**config.mk**
```make
export PLATFORM = sky130hd
export DESIGN_NAME = mem_access_unit
export DESIGN_NICKNAME = d
export VERILOG_FILES = /design/src/rtl/mem_access_unit.sv
export SDC_FILE = /design/constraint.sdc
export NUM_CORES = 1
export LEC_CHECK = 0
export ABC_AREA = 1
export CORE_MARGIN = 1.5
export CORE_UTILIZATION = 38
export DETAILED_ROUTE_END_ITERATION = 10
export HOLD_SLACK_MARGIN = 0.06
export PLACE_DENSITY = 0.64
export SYNTH_ARGS = -nofsm -noshare
export SYNTH_HDL_FRONTEND = slang
export SYNTH_SLANG_ARGS = --single-unit
```
**constraint.sdc**
```tcl
create_clock -name clock -period 2.8 [get_ports clock]
set_clock_uncertainty 0.2 [all_clocks]
set_input_delay 0.56 -clock clock [delete_from_list [all_inputs] [get_ports clock]]
set_output_delay 0.56 -clock clock [all_outputs]
set_load 0.01 [all_outputs]
```
**src/rtl/mem_access_unit.sv**
```systemverilog
// mem_access_unit
//   Load/store front-end between the CPU execute stage and generic_mem.
//   Handles one byte, half or word access at a time.
//   - Loads read the containing word, then extract and sign/zero-extend the
//     addressed lane.
//   - Full-word stores are written directly.
//   - Sub-word stores do a read-modify-write, because the memory only
//     writes whole words.
//   - Misaligned or invalid-size requests are flagged without any memory
//     access.
//
// Ports
//   clock, reset       : system clock, synchronous active-high reset
//   req_valid/ready    : request handshake (ready only in IDLE)
//   req_write          : 1 = store, 0 = load
//   req_size           : 00 byte, 01 half, 10 word, 11 invalid
//   req_unsigned       : loads only, 1 = zero-extend, 0 = sign-extend
//   req_addr           : byte address
//   req_wdata          : store data, right-aligned
//   resp_valid         : one-cycle completion pulse
//   resp_error         : misaligned / invalid size, valid with resp_valid
//   resp_rdata         : load result (0 for stores and errors)
//   mem_*              : generic_mem interface; word-aligned address,
//                        read data arrives the cycle after mem_read_en
module mem_access_unit #(
    parameter int  MEMSIZE = 32 * 1024,
    localparam int ADDR_W  = $clog2(MEMSIZE)
) (
    input  logic              clock,
    input  logic              reset,
    input  logic              req_valid,
    output logic              req_ready,
    input  logic              req_write,
    input  logic [1:0]        req_size,
    input  logic              req_unsigned,
    input  logic [ADDR_W-1:0] req_addr,
    input  logic [31:0]       req_wdata,
    output logic              resp_valid,
    output logic              resp_error,
    output logic [31:0]       resp_rdata,
    output logic              mem_write_en,
    output logic              mem_read_en,
    output logic [ADDR_W-1:0] mem_address,
    output logic [31:0]       mem_wdata,
    input  logic [31:0]       mem_rdata
);

    localparam logic [1:0] SZ_BYTE = 2'b00;
    localparam logic [1:0] SZ_HALF = 2'b01;
    localparam logic [1:0] SZ_WORD = 2'b10;
    localparam logic [1:0] SZ_BAD  = 2'b11;

    typedef enum logic [2:0] {
        IDLE,
        RD,
        LD_FIN,
        MERGE,
        WR,
        ERR,
        RESP
    } state_t;

    state_t            state_q, state_d;
    logic [ADDR_W-1:0] addr_q, addr_d;
    logic [1:0]        size_q, size_d;
    logic              write_q, write_d;
    logic              uns_q, uns_d;
    logic [31:0]       wdata_q, wdata_d;
    logic [31:0]       merge_q, merge_d;
    logic              resp_valid_q, resp_valid_d;
    logic              resp_error_q, resp_error_d;
    logic [31:0]       resp_rdata_q, resp_rdata_d;
    logic              req_err;

    // Extract the addressed lane of a memory word and extend it to 32 bits.
    function automatic logic [31:0] extend_lane(input logic [31:0] word,
                                                input logic [1:0]  size,
                                                input logic [1:0]  off,
                                                input logic        uns);
        logic signed [7:0]  b;
        logic signed [15:0] h;
        logic [31:0]        res;
        b = word[8*off +: 8];
        h = word[16*off[1] +: 16];
        case (size)
            SZ_BYTE: res = uns ? {24'b0, b} : 32'(b);
            SZ_HALF: res = uns ? {16'b0, h} : 32'(h);
            default: res = word;
        endcase
        return res;
    endfunction

    // Replace only the addressed lane(s) of the old word with store data.
    function automatic logic [31:0] merge_lane(input logic [31:0] old_word,
                                               input logic [31:0] wd,
                                               input logic [1:0]  size,
                                               input logic [1:0]  off);
        logic [31:0] res;
        res = old_word;
        case (size)
            SZ_BYTE: res[8*off +: 8]     = wd[7:0];
            SZ_HALF: res[16*off[1] +: 16] = wd[15:0];
            default: res = wd;
        endcase
        return res;
    endfunction

    // Byte accesses are never misaligned.
    assign req_err = (req_size == SZ_BAD) ||
                     (req_size == SZ_HALF && req_addr[0]) ||
                     (req_size == SZ_WORD && req_addr[1:0] != 2'b00);

    always_comb begin
        state_d      = state_q;
        addr_d       = addr_q;
        size_d       = size_q;
        write_d      = write_q;
        uns_d        = uns_q;
        wdata_d      = wdata_q;
        merge_d      = merge_q;
        resp_error_d = resp_error_q;
        resp_rdata_d = resp_rdata_q;
        resp_valid_d = 1'b0;
        req_ready    = 1'b0;
        mem_read_en  = 1'b0;
        mem_write_en = 1'b0;
        mem_address  = {addr_q[ADDR_W-1:2], 2'b00};
        mem_wdata    = (size_q == SZ_WORD) ? wdata_q : merge_q;

        case (state_q)
            IDLE: begin
                req_ready = 1'b1;
                if (req_valid) begin
                    addr_d  = req_addr;
                    size_d  = req_size;
                    write_d = req_write;
                    uns_d   = req_unsigned;
                    wdata_d = req_wdata;
                    if (req_err)
                        state_d = ERR;
                    else if (req_write && req_size == SZ_WORD)
                        state_d = WR;
                    else
                        state_d = RD;
                end
            end
            RD: begin
                mem_read_en = 1'b1;
                state_d     = write_q ? MERGE : LD_FIN;
            end
            LD_FIN: begin
                resp_rdata_d = extend_lane(mem_rdata, size_q, addr_q[1:0], uns_q);
                resp_error_d = 1'b0;
                state_d      = RESP;
            end
            MERGE: begin
                merge_d = merge_lane(mem_rdata, wdata_q, size_q, addr_q[1:0]);
                state_d = WR;
            end
            WR: begin
                mem_write_en = 1'b1;
                resp_error_d = 1'b0;
                resp_rdata_d = 32'b0;
                state_d      = RESP;
            end
            ERR: begin
                resp_error_d = 1'b1;
                resp_rdata_d = 32'b0;
                state_d      = RESP;
            end
            RESP: begin
                resp_valid_d = 1'b1;
                state_d      = IDLE;
            end
            default: state_d = IDLE;
        endcase

        // A reset cycle must never start a memory access or a handshake.
        if (reset) begin
            req_ready    = 1'b0;
            mem_read_en  = 1'b0;
            mem_write_en = 1'b0;
        end
    end

    always_ff @(posedge clock) begin
        if (reset) begin
            state_q      <= IDLE;
            addr_q       <= '0;
            size_q       <= 2'b00;
            write_q      <= 1'b0;
            uns_q        <= 1'b0;
            wdata_q      <= 32'b0;
            merge_q      <= 32'b0;
            resp_valid_q <= 1'b0;
            resp_error_q <= 1'b0;
            resp_rdata_q <= 32'b0;
        end else begin
            state_q      <= state_d;
            addr_q       <= addr_d;
            size_q       <= size_d;
            write_q      <= write_d;
            uns_q        <= uns_d;
            wdata_q      <= wdata_d;
            merge_q      <= merge_d;
            resp_valid_q <= resp_valid_d;
            resp_error_q <= resp_error_d;
            resp_rdata_q <= resp_rdata_d;
        end
    end

    assign resp_valid = resp_valid_q;
    assign resp_error = resp_error_q;
    assign resp_rdata = resp_rdata_q;

endmodule

```
==> summary.md, run 1 <==
| Metric | Value |
|---|---|
| H-Tree Depth | 4 |
| FF-to-FF End | merge_q[5] |
| Placed wire-length estimate | 16600 um |
| Main flop type after synthesis | dfxtp_1 |
| Crit Path Class | reg2out |
| PD cells | 982 nW/um^2 |
| Slew Limit Fails | 0 |
| Max-cap violations | 0 |
| Post-CTS Setup Bufs | 0 |
| Yosys warning total | 0 |
| CTS tree | built |
| Post-Synthesis Cells | 961 |
| Finish-stage setup viols | 0 |
| Setup TNS | 0 ns |
| Final Non-Filler Cells | 1316 |
| FF+latch count, synth | 120 |
| Worst R2R Path Depth | 8 |
| HP Class | reg2reg |
| Worst setup EP type | primary output |
| # fillers | 1680 |
| Area share of the largest cell type after synthesis | 0.372 |
| DRC | 0 |
| Antenna Nets Post-Route | 0 |
| Hold Vio Cnt, Final | 0 |
| Startpoint Class | flop |
| Clk sinks | 120 |
| Die width | 133 um |
| Worst hold slack | 0.260 ns |
| Die H | 133 um |
| Initial Utilization | 0.390 |
| R2R Setup Slk | 0.47 ns |
| Top-count cell post-synth | a21oi_1 |
| Min Clock Period, post-route | 2.72 ns |
| RSZ-0062 raised after global routing | false |
| Worst EP required | 2.04 ns |
| Total number of vias | 6910 |
| Largest net degree at the start of global routing | 67 |
| Syn Area/Cell | 6.72 sq um |
| Crit path from | size_q[1] |
| Final nets | 1175 |
| Layout cells sized above 1 | 0.0648 |
| Number of global-route vias before repair | 6424 |
| Leakage | 3.60 nW |
| Global route overflow | 0 |
| CTS clock-pin slew for the worst setup and hold paths | 0.06 ns |
| Root Buffer | clkbuf_16 |
| WL final | 22900 um |
| Number of I/O pins | 170 |
| CTS buffer count | 17 |
| Crit path DAT | 1.96 ns |
| Register area share after synthesis | 0.372 |
| Largest area contributor in the netlist | dfxtp_1 |
| Asr flop ratio synth | 0 |
| DR WL/cell | 17.4 um |
| Drt pass-1 iters | 5 |
| Max clock buf depth | 2 |
| Number of synthesized flops with an enable pin | 0 |
| Initial antenna violation count | 1 |
| Area growth syn-to-layout | 36.2% |
| Clk Latency, worst-skew pair | 0.42 ns |
| Max frequency | 367 MHz |
| Crit-path max FO | 54 |
| Die area | 17800 sq um |
| Synth top area cells | dfxtp_1 (37%), a21oi_1 (15%), o21ai_0 (13%), nand2_1 (9.6%), inv_1 (4.8%) |
| Status | finished clean |
| Register area | 2400 sq um |
| Multi-input gate area | 3270 sq um |
| Ratio of final minimum period to clock period | 0.972 |
| Core area | 16600 sq um |
| Port bufs | 167 |
| First-pass GRT wire length | 35700 um |
| Maximum vdd drop | 0.497 mV |
| Worst Max-Slew Pin Slew | 0.597 ns |
| Vias per cell | 5.25 |
| Utilization after layout | 0.531 |
| Placed Cells incl. Taps | 1285 |
| Distinct cells, synth | 28 |
| CP endpoint | mem_wdata[25] |
| Max-Slew Margin vs Limit | 0.599 |
| DRT iter0 DRCs | 551 |
| Overall track demand over capacity in global routing | 0.260 |
| Cell area after synthesis | 6460 sq um |
| GPL Wtd Cong | 0.998 |
| Synth top cells by count | a21oi_1 (196), o21ai_0 (170), nand2_1 (166) |
| RR Startpoint | size_q[1] |
| Row cnt | 47 |
-- per-layer routing --
layer | routed length (um) | track usage | vias up
li1 | - | - | 3475
met1 | 10500 | 0.355 | 3125
met2 | 9900 | 0.387 | 256
met3 | 1740 | 0.0632 | 54
met4 | 748 | 0.119 | 0
met5 | 0 | 0 | -
-- sequential cells by signal, summed over array words and instances, names as in the netlist --
signal,count
merge_q,32
addr_q,15
resp_valid,1
uns_q,1
resp_rdata,32
state_q,3
wdata_q,32
size_q,2
write_q,1
resp_error,1
-- critical path, stage by stage, from the launching register on --
cell and delay [ns]:
dfxtp_1 0.34, inv_2 0.04, nor2_1 0.15, inv_2 0.07, buf_12 0.17, o21ai_1 0.18, clkdlybuf4s50_1 0.56
-- power by group --
part | internal [mW] | switching [mW]
clock network | 1.51 | 0.805
registers | 2.13 | 0.310
logic | 1.41 | 2.47
-- how the worst min path moves through the flow --
stage	startpoint	to	slack (ns)	cells past startpoint
3_5_place_dp	addr_q[8]	addr_q[8]	0.25	2
5_1_grt	addr_q[3]	addr_q[3]	0.28	2
6_report	addr_q[8]	addr_q[8]	0.26	2
3_3_place_gp	addr_q[14]	addr_q[14]	0.25	2
2_1_floorplan	wdata_q[19]	wdata_q[19]	0.24	2
4_1_cts	addr_q[14]	addr_q[14]	0.26	2
-- layout by cell type, fill, tap and decap left out, drive strengths merged, types with 4 or more instances in the layout --
master,instances
a21oi,196
o21ai,175
nand2,170
clkdlybuf4s50,150
dfxtp,120
inv,91
nor2,45
o211ai,34
nand3,32
clkbuf,23
buf,20
dlymetal6s2s,16
ha,5
nor3,4
-- kinds of logic after synthesis --
| family | Yosys count | share of synthesized area |
|---|---|---|
| other | 1 | 0.000581 |
| flip-flops | 120 | 0.372 |
| AO/OA/AOI/OAI | 407 | 0.331 |
| adder cells (fa/ha/maj) | 5 | 0.00968 |
| buffers and inverters | 174 | 0.122 |
| AND/OR/NAND/NOR | 254 | 0.164 |
-- through the flow --
step	setup WS [ns]	total power [mW]	cell area, sq um
detailed placement	0.454	6.31	8140
global route	0.00165	9.18	8800
global placement	0.488	6.30	8140
finish	0.0782	8.64	8800
CTS	0.00567	8.63	8760
floorplan	0.444	4.99	6460
-- layout make-up --
cell class              instances  share of cell area
clock buffers                  23              0.0566
multi-input cells             668               0.372
flip-flops and latches        120               0.273
diodes                          1            0.000284
well taps                     220              0.0313
clock inverters                 7              0.0132
repair buffers                186               0.214
inverters                      91              0.0388
-- timing repair --
action / 4_1_cts / 5_1_grt
gates resized for setup: 1 / 23
endpoints found under the setup margin: 3 / 16
hold buffers: 0 / 0
Power figures use the tool's default switching activity.
==> run 2, diff against run 1 <==
--- a/config.mk
+++ b/config.mk
@@ -11,6 +11,7 @@
 export DETAILED_ROUTE_END_ITERATION = 10
 export HOLD_SLACK_MARGIN = 0.06
 export PLACE_DENSITY = 0.64
+export SLEW_MARGIN = 20
 export SYNTH_ARGS = -nofsm -noshare
 export SYNTH_HDL_FRONTEND = slang
 export SYNTH_SLANG_ARGS = --single-unit
==> results of run 2 <==
Final layout, timing and power as in run 1 (identical DEF).
==> run 3, diff against run 2 <==
--- a/config.mk
+++ b/config.mk
@@ -8,6 +8,7 @@
 export ABC_AREA = 1
 export CORE_MARGIN = 1.5
 export CORE_UTILIZATION = 38
+export CTS_CLUSTER_DIAMETER = 50
 export DETAILED_ROUTE_END_ITERATION = 10
 export HOLD_SLACK_MARGIN = 0.06
 export PLACE_DENSITY = 0.64
==> results of run 3 <==
Final layout, timing and power as in run 1 (identical DEF).
